[src/rtl/lab1_imul_client_pkg.sv]
// lab1_imul_client_pkg: shared multiplier request/response message types and LFSR helper
package lab1_imul_client_pkg;
  typedef struct packed {
    logic [31:0] a;
    logic [31:0] b;
  } lab1_imul_req_msg_t;
  typedef struct packed {
    logic [31:0] result;
  } lab1_imul_resp_msg_t;
  localparam logic [31:0] LFSR_POLY = 32'h8020_0003;
  function automatic logic [31:0] lfsr_step(input logic [31:0] s);
    return (s >> 1) ^ (s[0] ? LFSR_POLY : 32'h0);
  endfunction
endpackage

[src/rtl/lab1_imul_client_fifo.sv]
// lab1_imul_client_fifo: in-order expected-result FIFO; enq and deq may fire together even when full
module lab1_imul_client_fifo #(
  parameter int unsigned p_depth = 4
) (
  input  logic                       clk,
  input  logic                       reset,
  input  logic                       enq,
  input  logic [31:0]                enq_data,
  input  logic                       deq,
  output logic [31:0]                deq_data,
  output logic                       full,
  output logic                       empty,
  output logic [$clog2(p_depth):0]   count
);
  localparam int AW = $clog2(p_depth);
  logic [31:0]   mem_q [p_depth];
  logic [AW-1:0] wr_q, wr_d, rd_q, rd_d;
  logic [AW:0]   cnt_q, cnt_d;
  always_comb begin
    wr_d  = enq ? wr_q + 1'b1 : wr_q;
    rd_d  = deq ? rd_q + 1'b1 : rd_q;
    cnt_d = cnt_q + (AW+1)'(enq) - (AW+1)'(deq);
  end
  always_ff @(posedge clk) begin
    if (reset) begin
      wr_q  <= '0;
      rd_q  <= '0;
      cnt_q <= '0;
    end else begin
      wr_q  <= wr_d;
      rd_q  <= rd_d;
      cnt_q <= cnt_d;
    end
  end
  always_ff @(posedge clk)
    if (enq) mem_q[wr_q] <= enq_data;
  assign deq_data = mem_q[rd_q];
  assign full     = cnt_q == (AW+1)'(p_depth);
  assign empty    = cnt_q == '0;
  assign count    = cnt_q;
endmodule

[src/rtl/lab1_imul_client.sv]
// lab1_imul_client: self-checking request generator for lab1 multipliers.
// Define LAB1_IMUL_CLIENT_RAND_EN for LFSR operands instead of a=i+1, b=i+2.
module lab1_imul_client
  import lab1_imul_client_pkg::*;
#(
  parameter int unsigned p_max_inflight = 4,
  parameter logic [31:0] p_seed         = 32'h0000_0001
) (
  input  logic                clk,
  input  logic                reset,
  input  logic                start,
  input  logic [15:0]         num_reqs,
  output logic                req_val,
  input  logic                req_rdy,
  output lab1_imul_req_msg_t  req_msg,
  input  logic                resp_val,
  output logic                resp_rdy,
  input  lab1_imul_resp_msg_t resp_msg,
  output logic                done,
  output logic                pass,
  output logic [15:0]         err_count
);
  localparam int AW = $clog2(p_max_inflight);
  typedef enum logic [1:0] {IDLE, RUN, DRAIN, DONE} state_t;
  state_t      state_q, state_d;
  logic [15:0] num_q, num_d, issued_q, issued_d, err_q, err_d;
  logic        done_q, done_d, pass_q, pass_d;
  logic [31:0] op_a, op_b, head;
  logic [AW:0] cnt;
  logic        full, empty, req_fire, resp_fire, pop, clr, err_inc;
`ifdef LAB1_IMUL_CLIENT_RAND_EN
  logic [31:0] lfsr_q, lfsr_d;
  assign op_a   = lfsr_q;
  assign op_b   = lfsr_step(lfsr_q);
  assign lfsr_d = clr ? p_seed : req_fire ? lfsr_step(op_b) : lfsr_q;
  always_ff @(posedge clk) lfsr_q <= reset ? p_seed : lfsr_d;
`else
  assign op_a = 32'(issued_q) + 32'd1;
  assign op_b = 32'(issued_q) + 32'd2;
`endif
  always_ff @(posedge clk) begin
    if (reset) begin
      state_q  <= IDLE;
      num_q    <= '0;
      issued_q <= '0;
      err_q    <= '0;
      done_q   <= 1'b0;
      pass_q   <= 1'b0;
    end else begin
      state_q  <= state_d;
      num_q    <= num_d;
      issued_q <= issued_d;
      err_q    <= err_d;
      done_q   <= done_d;
      pass_q   <= pass_d;
    end
  end
  always_comb begin
    clr     = (state_q == IDLE || state_q == DONE) && start;
    state_d = clr ? (num_reqs == 16'd0 ? DONE : RUN)
            : (state_q == RUN && req_fire && issued_q + 16'd1 == num_q) ? DRAIN
            : (state_q == DRAIN && (empty || (cnt == (AW+1)'(1) && pop))) ? DONE
            : state_q;
  end
  // Pop is decided before push so a full FIFO can still accept a request in a draining cycle.
  always_comb begin
    resp_rdy  = state_q == RUN || state_q == DRAIN;
    resp_fire = resp_val && resp_rdy;
    pop       = resp_fire && !empty;
    req_val   = state_q == RUN && issued_q < num_q && (!full || pop);
    req_fire  = req_val && req_rdy;
    req_msg   = {op_a, op_b};
    done      = done_q;
    pass      = pass_q;
    err_count = err_q;
  end
  always_comb begin
    err_inc  = resp_fire && (empty || resp_msg.result != head);
    num_d    = clr ? num_reqs : num_q;
    issued_d = clr ? 16'd0 : issued_q + 16'(req_fire);
    err_d    = clr ? 16'd0 : (err_inc && err_q != 16'hFFFF) ? err_q + 16'd1 : err_q;
    done_d   = state_q == DONE && !start;
    pass_d   = done_d && err_q == 16'd0;
  end
  lab1_imul_client_fifo #(.p_depth(p_max_inflight)) u_fifo (
    .clk      (clk),
    .reset    (reset),
    .enq      (req_fire),
    .enq_data (op_a * op_b),
    .deq      (pop),
    .deq_data (head),
    .full     (full),
    .empty    (empty),
    .count    (cnt)
  );
`ifndef SYNTHESIS
  function automatic string line_trace();
    return $sformatf("seed=%h %h*%h|%0d|%0d", p_seed, req_msg.a, req_msg.b, cnt, err_q);
  endfunction
`endif
endmodule

[config.mk]
export PLATFORM = sky130hd
export DESIGN_NAME = lab1_imul_client
export DESIGN_NICKNAME = d
export VERILOG_FILES = /design/src/rtl/lab1_imul_client_pkg.sv /design/src/rtl/lab1_imul_client_fifo.sv /design/src/rtl/lab1_imul_client.sv
export SDC_FILE = /design/constraint.sdc
export NUM_CORES = 1
export LEC_CHECK = 0
export BUFFER_PORTS_ARGS = -buffer_cell sky130_fd_sc_hd__buf_2
export CAP_MARGIN = 10
export CORE_UTILIZATION = 28
export CTS_CLUSTER_SIZE = 40
export DETAILED_ROUTE_END_ITERATION = 6
export PLACE_DENSITY_LB_ADDON = 0.12
export SYNTH_ARGS = -nofsm -noshare
export SYNTH_HDL_FRONTEND = slang
export SYNTH_HIERARCHICAL = 1
export SYNTH_SLANG_ARGS = --single-unit
export TNS_END_PERCENT = 30
[constraint.sdc]
create_clock -name clk -period 10.4 [get_ports clk]
set_input_delay 2.08 -clock clk [delete_from_list [all_inputs] [get_ports clk]]
set_output_delay 2.08 -clock clk [all_outputs]
set_load 0.05 [all_outputs]
Yosys cells after proc, flatten, opt, wreduce, memory -nomap -nowiden
Memories as Yosys holds them, arrays and structs flattened. A register that Yosys moved wholly into a read port is not among the register bits.
Index checks and enable logic that the tools add are counted.
Widths: inputs -> output; s select.
- muxes and demuxes: 8
- multipliers: 1
- $add $sub $neg: 9
- order comparisons: 1
- reductions and logical operators: 28
- eq/ne operators: 8
- operator list (cell ; count):
    $add 16x1->16 const B ; 2
    $logic_not 16->1 ; 2
    $mul 17x17->32 ; 1
    $ne 32x32->1 ; 1
    $add 16x1->17 const B ; 1
    $add 16x2->17 const B ; 1
    $add 16x1->16 ; 1
    $eq 16x16->1 ; 1
    $lt 16x16->1 ; 1
    $ne 16x16->1 const B ; 1
    $logic_and 1x1->1 ; 14
    $mux 2 ; 6
    $logic_or 1x1->1 ; 5
    $add 2x1->2 const B ; 2
    $eq 2x2->1 const B ; 2
    $add 3x1->3 ; 1
    $eq 3x1->1 const B ; 1
    $eq 3x3->1 const B ; 1
    $logic_not 1->1 ; 3
    $logic_not 3->1 ; 1
    $reduce_bool 3->1 ; 1
    $sub 3x1->3 ; 1
    $eq 2x1->1 const B ; 1
    $logic_not 2->1 ; 1
    2 further kinds ; 3
- RAM bits: 128
- output and inout port bits: 84
- word-level logic and storage cells: 65
- bits of input ports: 53
- memories kept: 1
- flip-flop bits (word level): 59
- memory list (memory ; depth ; width ; read ports ; clocked after Yosys merged registers in ; wr ports ; RTL line ; RTL):
    u_fifo.mem_q ; 4 ; 32 ; 1 ; 1 ; 1 ; lab1_imul_client_fifo.sv:16 ; logic [31:0] mem_q [p_depth];

Longest topological paths before layout
Gate-level depths: netlist of run 1.
- depth in word-level cells: 11
- mapped depth: 29
- gate-level depth less buffers: 27

Modules after synthesis
Netlist of run 1, hierarchy kept.
- modules (own cells, without submodules) (module ; times used ; sequential area each (um^2) ; area each (um^2) ; cells each):
    lab1_imul_client ; 1 ; 1041.0 ; 13123.8 ; 1597
    lab1_imul_client_fifo ; 1 ; 4023.9 ; 5097.4 ; 209

Least setup slack after synthesis of run 1
OpenSTA, ideal clock, no wires.
- kind: flip-flop to flip-flop
- start: reg issued_q[2]
- end: mem u_fifo.mem_q[0][31] (data pin)
- data required time: 10.175 ns
- cell stages (with the launch flop): 27
- period minus slack after synthesis: 7.975 ns
- slack: 2.425 ns
- arrival time: 7.750 ns
- library setup time: 0.225 ns
- buffers on the path: 3
- cells stage by stage: dfxtp_1 > ha_1 > buf_2 > nand4_1 > nor4_1 > xor2_1 > clkbuf_1 > clkbuf_1 > nand2_1 > fa_1 > fa_1 > fa_1 > inv_1 > fa_1 > fa_1 > inv_1 > fa_1 > inv_1 > ha_1 > a21o_1 > a21o_1 > a2111oi_0 > nand3b_1 > o21ai_0 > o211ai_1 > nand2_1 > a311oi_1
- RTL lines (item ; RTL line ; RTL):
    start, declared ; lab1_imul_client.sv:26 ; logic [15:0] num_q, num_d, issued_q, issued_d, err_q, err_d;
    start signal, assigned ; lab1_imul_client.sv:52 ; issued_q <= issued_d;
    end, declared ; lab1_imul_client_fifo.sv:16 ;

Final worst setup path of run 1
- start: reg issued_q[2]
- end: mem u_fifo.mem_q[2][31] (data pin)
- word-level cells in the longest chain between the ends: 2
- elaborated cells on any way between the ends: 3
- those cells by class: 2 x add/sub; 1 x mul
- RTL lines (item ; RTL line ; RTL):
    $add 16x1->17 or $add 16x2->17 (tied branches) ; lab1_imul_client.sv:38, lab1_imul_client.sv:39 ;
    $mul 17x17->32 (*) ; lab1_imul_client.sv:89 ; .enq_data (op_a * op_b),
Mark *: on every way between the ends. The rest lies on a longest branch, timed or not.

==> metrics.csv, run 1 <==
stage;metric;value;unit
run_status;outcome;finished clean;
route;vias;12350;
place;dp_cells;2737;
route;wl_per_cell;18.79;um
floorplanning;start_util;28.32;%
logic_synthesis;yosysSeqAreaShare;27.80;%
clocking;cts-root-buf;clkbuf_16;
clocking;clk_pin_slew_worst_paths;70;ps
clocking;cts_made_buffers;17;
timing;fin_skew;20.56;ps
cells_and_area;antenna_cells;0;
timing;tns;0;ps
timing;fin_hold_ws;458.2;ps
power;power_density;95.90;mW/mm2
setup_path;crit_top_cell;fa_1;
timing;post-route-min-period;8882;ps
cells_and_area;seqCellArea;0.005066;mm2
floorplanning;rows;93;
setup_path;crit_path_max_incr_delay;640;ps
timing;post-route-period-util;85.40;%
place;gp_congestion;0.8188;
setup_path;critPathKind;flop to flop;
global_route;antenna_found_initial;2;
place;placed_area;0.01963;mm2
timing;max_slew_margin;33.27;%
setup_path;critPathCaptureType;flop;
min_path;hold_class;flop to flop;
min_path;holdCritStartpoint;num_q[7]$_SDFFE_PP0P_;
clocking;cts_tree;yes;
timing;grt_setup_unrepaired;no;
cells_and_area;final_common_cell;inv_1;
setup_path;crit_fanout;12;
setup_path;required;10630;ps
logic_synthesis;yosys.cell_types.count;69;
run;maxCapViolCount;0;
clocking;htreeDepth;4;
clocking;clk_path_buf_depth;2;
global_route;grt_usage;16.11;%
cells_and_area;final_cell_count_no_fill;2769;
logic_synthesis;synth_area;0.01822;mm2
timing;worst_slew_pin_slew;1001;ps
logic_synthesis;syn_inst;1806;
cells_and_area;final_cell_mix;inv_1 (342), fa_1 (224), nand2_1 (217);
min_path;min_to;num_q[7]$_SDFFE_PP0P_;
clocking;clock_latency;500;ps
timing;setup_ws;1518;ps
global_route;grt_pass1_wl;79220;um
global_route;overflow;0;
clocking;postCtsHoldBufs;0;
cells_and_area;fin_nets;2308;
floorplanning;dieArea;0.06610;mm2
logic_synthesis;syn_avg_cell_area;10.09;um2
setup_path;critPathArrivalTime;9120;ps
place;pre_cts_ws;1500;ps
place;dp_hpwl;41380;um
route;wl;52030;um
min_path;worstHoldPathCells;2;
global_route;grt_pass1_vias;12680;
timing;slew_violations;0;
cells_and_area;area_growth;10.92;%
logic_synthesis;synthFlopType;edfxtp_1;
setup_path;r2r_cells;25;
clocking;post_cts_buffers;0;
route;remaining_drc_errors;0;
setup_path;r2r_start;issued_q[2]$_SDFF_PP0_;
clocking;cts.sinks;189;
setup_path;slowest_stage;a2111oi_0;
timing;setup_viol;0;
floorplanning;num_io_pins;137;
setup_path;cp-start-kind;flop;
cells_and_area;multiInputGateArea;0.01140;mm2
timing;timing.fmax;112.6;MHz
clocking;cts-resized-gates;0;
logic_synthesis;yosysWarnings;6;
route;ant_nets;0;
floorplanning;die_h;257.1;um
logic_synthesis;ys_async_sr_fraction;0;%
floorplanning;coreArea;0.06435;mm2
logic_synthesis;synth_edf_count;128;
route;via_per_inst;4.459;
power;peakVddDrop;0.1187;mV
timing;hold_viol;0;
setup_path;r2r_slack;1520;ps
cells_and_area;final_layout_size_suffix_gt1_share;11.55;%
route;drtIter0Drc;613;
route;dr.pass1.iters;5;
cells_and_area;nFillCells;6710;
power;power_leakage;0.009216;uW
cells_and_area;final_area;0.02021;mm2
logic_synthesis;synth-seq-cells;189;
global_route;grt_max_degree;33;
floorplanning;die_x;257.1;um
place;placement.io_buffers;106;
setup_path;r2r-end;u_fifo/mem_q[2][31]$_DFFE_PP_;
## synth_stat cells, types with 11 or more instances
library cell	n	area, um2
nor3_1	15	75.07
buf_4	33	247.7
or3_1	13	81.33
dfxtp_1	61	1221
mux4_2	30	675.7
nor2_1	129	484.2
a21oi_1	54	270.3
ha_1	130	1627
o21ai_0	25	125.1
nor4_1	16	100.1
nand3_1	19	95.09
edfxtp_1	128	3844
buf_2	11	55.05
nand4_1	25	156.4
and2_1	46	287.8
nand2_1	217	814.5
a21o_1	13	97.59
xnor2_1	86	753.2
inv_1	342	1284
clkbuf_1	45	168.9
and3_1	15	93.84
xor2_1	31	271.5
fa_1	224	4484
## layout make-up
class	count	share of cell area (%)
Multi-Input combinational cell	1204	56.43
Tap cell	855	5.293
Sequential cell	189	25.07
Inverter	352	6.562
Clock buffer	18	2.123
Timing Repair Buffer	137	3.776
Clock inverter	14	0.7491
## worst max-delay path, delay by kind of cell (launching register included)
family	cells	cell delay (ps)
AND/OR/NAND/NOR	6	1550
flip-flops	1	520
AO/OA/AOI/OAI	5	1760
buffers and inverters	5	590
adder cells (fa/ha/maj)	8	3840
XOR/XNOR	1	340
## power by group
part,switching (uW),internal (uW)
Combinational,261,149
Sequential,23.4,842
Clock,325,338
## cells by family (layout without fill, tap and decap cells)
| kind of cell | count (synthesis) | count (layout) | share of synthesized area (%) |
|---|---|---|---|
| adder cells (fa/ha/maj) | 354 | 354 | 33.54 |
| AO/OA/AOI/OAI | 127 | 127 | 4.264 |
| XOR/XNOR | 121 | 121 | 6.146 |
| buffers and inverters | 446 | 521 | 10.32 |
| flip-flops | 189 | 189 | 27.80 |
| other | 1 | 34 | 0.02058 |
| AND/OR/NAND/NOR | 533 | 533 | 13.75 |
| multiplexers | 35 | 35 | 4.161 |
## worst max-delay path by stage
stage / slack (ps) / cells past startpoint / to / start
CTS: 1450 / 25 / u_fifo/mem_q[2][31]$_DFFE_PP_ / issued_q[2]$_SDFF_PP0_
finish: 1520 / 25 / u_fifo/mem_q[2][31]$_DFFE_PP_ / issued_q[2]$_SDFF_PP0_
detailed placement: 1500 / 25 / u_fifo/mem_q[2][31]$_DFFE_PP_ / issued_q[2]$_SDFF_PP0_
floorplan: 2420 / 26 / u_fifo/mem_q[0][31]$_DFFE_PP_ / issued_q[2]$_SDFF_PP0_
global placement: 1910 / 23 / u_fifo/mem_q[2][31]$_DFFE_PP_ / issued_q[2]$_SDFF_PP0_
global route: 910 / 25 / u_fifo/mem_q[2][31]$_DFFE_PP_ / issued_q[2]$_SDFF_PP0_
## flip-flops by register name, indices dropped and copies added (netlist names), named ones only
signal and cells:
u_fifo/rd_q 2, pass 1, err_count 16, u_fifo/wr_q 2, state_q 2, u_fifo/mem_q 128, u_fifo/count 3, done 1
num_q 16, issued_q 16
## metal layers
metal	vias up	GRT usage (%)	routed length [um]
li1	5872	-	-
met1	6215	22.10	24610
met2	220	25.73	24450
met3	39	3.231	2096
met4	0	4.282	869
met5	-	0	0
## stage by stage
| step | power, uW | utilization (%) |
|---|---|---|
| floorplan | 1194 | - |
| global placement | 1302 | 30.51 |
| detailed placement | 1303 | 30.51 |
| CTS | 1972 | 31.41 |
| global route | 2035 | 31.41 |
| finish | 1938 | 31.41 |
Note: power is estimated with default switching activity, not from simulation.
==> run 2: changes to the inputs <==
Settings changed: CORE_ASPECT_RATIO set to 1.1.
==> run 2 against run 1 <==
Effect of this change: combinational power is essentially flat; critical path type unchanged; sequential share of layout area is essentially flat; global-route usage grew 0.15 points; via count grew 1.0%; final cell count shrank 0.47%; die area is the same; worst hold slack gained 0.90 ps.
==> metrics.csv, run 2 (same netlist as run 1, synthesis figures left out) <==
stage;metric;value;unit;change
run_status;outcome;finished clean;;
clocking;clk_pin_slew_worst_paths;80;ps;about the same
route;wl_per_cell;19.07;um;+1.5%
global_route;grt_pass1_wl;80320;um;+1.4%
setup_path;r2r_slack;1410;ps;-110 ps
place;placement.io_buffers;106;;unchanged
timing;setup_viol;0;;unchanged
setup_path;crit_fanout;20;;+8
setup_path;crit_start;issued_q[2]$_SDFF_PP0_;;
floorplanning;start_util;28.49;%;+0.17 points
global_route;overflow;0;;unchanged
min_path;hold_class;flop to flop;;
route;ant_nets;0;;unchanged
timing;worst_slew_pin_slew;1123;ps;+122.0 ps
power;peakVddDrop;0.1249;mV;+5.1%
route;vias;12470;;+1.0%
cells_and_area;largest-register;u_fifo/mem_q;;
power;cell_internal_pwr;1304;uW;-1.9%
clocking;postCtsHoldBufs;0;;unchanged
clocking;post_cts_buffers;0;;unchanged
timing;hold_viol;0;;unchanged
timing;grt_setup_unrepaired;no;;
setup_path;r2r_start;issued_q[2]$_SDFF_PP0_;;
global_route;grt_max_degree;33;;unchanged
timing;post-route-period-util;86.49;%;+1.1 points
floorplanning;die_x;245.2;um;-4.6%
route;wl;52560;um;+1.0%
floorplanning;num_io_pins;137;;unchanged
cells_and_area;fin_nets;2309;;+0.043%
setup_path;cp-endpoint;u_fifo/mem_q[2][31]$_DFFE_PP_;;
place;dp_hpwl;41400;um;about the same
setup_path;crit_top_cell;fa_1;;
timing;tns;0;ps;unchanged
place;pre_cts_ws;1383;ps;-117.1 ps
power;power_frac_clock;33.1;%;-1.1 points
setup_path;worstPathCellList;ha_1, nand4_1, nor4_1, xor2_2, and2_1, fa_1, fa_1, fa_1, fa_1, fa_1, inv_1, fa_1, inv_1, ha_1, nand3_1, nor3b_1, a2111oi_0, nand3b_1, o21ai_0, o211ai_1, nand2_1, a311oi_1;;
floorplanning;die_h;269.6;um;+4.8%
setup_path;crit_path_max_incr_delay;900;ps;+260 ps
run;maxCapViolCount;0;;unchanged
timing;slew_violations;0;;unchanged
setup_path;cp-start-kind;flop;;
cells_and_area;largest_reg_flops;128;;unchanged
setup_path;slowest_stage;xor2_2;;
clocking;htreeDepth;4;;unchanged
global_route;grt_usage;16.26;%;+0.15 points
setup_path;critPathCaptureType;flop;;
floorplanning;dieArea;0.06610;mm2;unchanged
route;via_per_inst;4.524;;+1.5%
global_route;antenna_found_initial;3;;+1
clocking;cts_made_buffers;17;;unchanged
timing;max_slew_margin;25.07;%;-8.2 points
power;p_switching;603.2;uW;-1.0%
timing;setup_ws;1406;ps;-112.8 ps
power;power_leakage;0.009203;uW;-0.15%
power;fin_total_pwr;1907;uW;-1.6%
clocking;clk_path_buf_depth;2;;unchanged
global_route;grt_pass1_vias;12960;;+2.2%
power;pwr-share-comb;21.6;%;+0.5 points
timing;post-route-min-period;8994;ps;+112.8 ps
cells_and_area;area_growth;10.75;%;
setup_path;critPathArrivalTime;9210;ps;+90 ps
route;drtIter0Drc;717;;+17%
setup_path;r2r_cells;22;;-12%
timing;fin_skew;16.96;ps;-3.605 ps
cells_and_area;final_layout_size_suffix_gt1_share;11.44;%;-0.11 points
clocking;cts-resized-gates;0;;unchanged
timing;timing.fmax;111.2;MHz;-1.3%
cells_and_area;antenna_cells;0;;unchanged
floorplanning;coreArea;0.06396;mm2;-0.60%
power;power_density;94.52;mW/mm2;-1.4%
place;gp_congestion;0.8358;;+2.1%
cells_and_area;final_cell_mix;inv_1 (342), fa_1 (224), nand2_1 (217);;
setup_path;required;10620;ps;about the same
clocking;cts_tree;yes;;
cells_and_area;final_common_cell;inv_1;;
floorplanning;rows;97;;+4.3%
power;swShare;31.63;%;+0.19 points
setup_path;critPathKind;flop to flop;;
clocking;cts-root-buf;clkbuf_16;;
clocking;clock_latency;480;ps;-20 ps
route;dr.pass1.iters;5;;unchanged
clocking;cts.sinks;189;;unchanged
setup_path;r2r-end;u_fifo/mem_q[2][31]$_DFFE_PP_;;
power;seqPwrFrac;45.3;%;+0.7 points
route;remaining_drc_errors;0;;unchanged
-- run 2: changes by cell type in the layout (fill, tap and decap cells not counted), sizes merged --
cell      previous run  this run
clkinv              12        14
clkinvlp             2         4
inv                351       349
buf                137       138
bufinv               1         0
clkbuf              18        17
-- run 2: power by group through the flow --
stage | clock (uW) | combinational (uW) | sequential (uW)
global placement | 0 | 422 | 881
finish | 632 | 411 | 865
global route | 684 | 455 | 870
CTS | 659 | 425 | 866
detailed placement | 0 | 423 | 883
floorplan | 0 | 313 | 882
-- run 2: layer usage --
metal / GRT usage [%] / wire length, um / part of all wire [%]
met1: 22.57 / 24440 / 46
met4: 3.799 / 706 / 1.3
met3: 2.110 / 2162 / 4.1
met2: 26.69 / 25250 / 48
met5: 0 / 0 / 0
-- run 2: how the worst min path moves through the flow --
stage                                       from                     end  slack (ps)  cells after the start
after floorplan           num_q[13]$_SDFFE_PP0P_  num_q[13]$_SDFFE_PP0P_         440                      2
after CTS                  num_q[5]$_SDFFE_PP0P_   num_q[5]$_SDFFE_PP0P_         460                      2
after detailed placement  num_q[13]$_SDFFE_PP0P_  num_q[13]$_SDFFE_PP0P_         450                      2
after global routing      num_q[14]$_SDFFE_PP0P_  num_q[14]$_SDFFE_PP0P_         490                      2
after global placement     num_q[2]$_SDFFE_PP0P_   num_q[2]$_SDFFE_PP0P_         450                      2
final                     num_q[13]$_SDFFE_PP0P_  num_q[13]$_SDFFE_PP0P_         460                      2
-- run 2: layout make-up --
class / count / area (um2)
clock inverters: 15 / 131.4
flip-flops and latches: 189 / 5066
clock buffers: 17 / 425.4
well taps: 841 / 1052
fillers: 6680 / 43780
repair buffers: 138 / 770.7
multi-input cells: 1204 / 11410
inverters: 352 / 1326
-- run 2: worst max-delay path, delay by kind of cell (launching register included) --
kind,cells,cell delay (ps)
compound gates,4,1500
xor+xnor,1,900
fa+ha+maj,8,3840
buf+inv,2,110
flops,1,530
simple gates,7,1820
-- run 2: per-stage QoR --
step / hold WS, ps / cell area [um2] / util [%] / cells
final: 459.1 / 20180 / 31.55 / 2756
after global routing: 486.5 / 20180 / 31.55 / 2756
after detailed placement: 452.4 / 19620 / 30.68 / 2724
after floorplan: 436.3 / 18350 / - / 1839
after global placement: 447.4 / 19620 / 30.68 / 2724
after CTS: 463.4 / 20180 / 31.55 / 2756
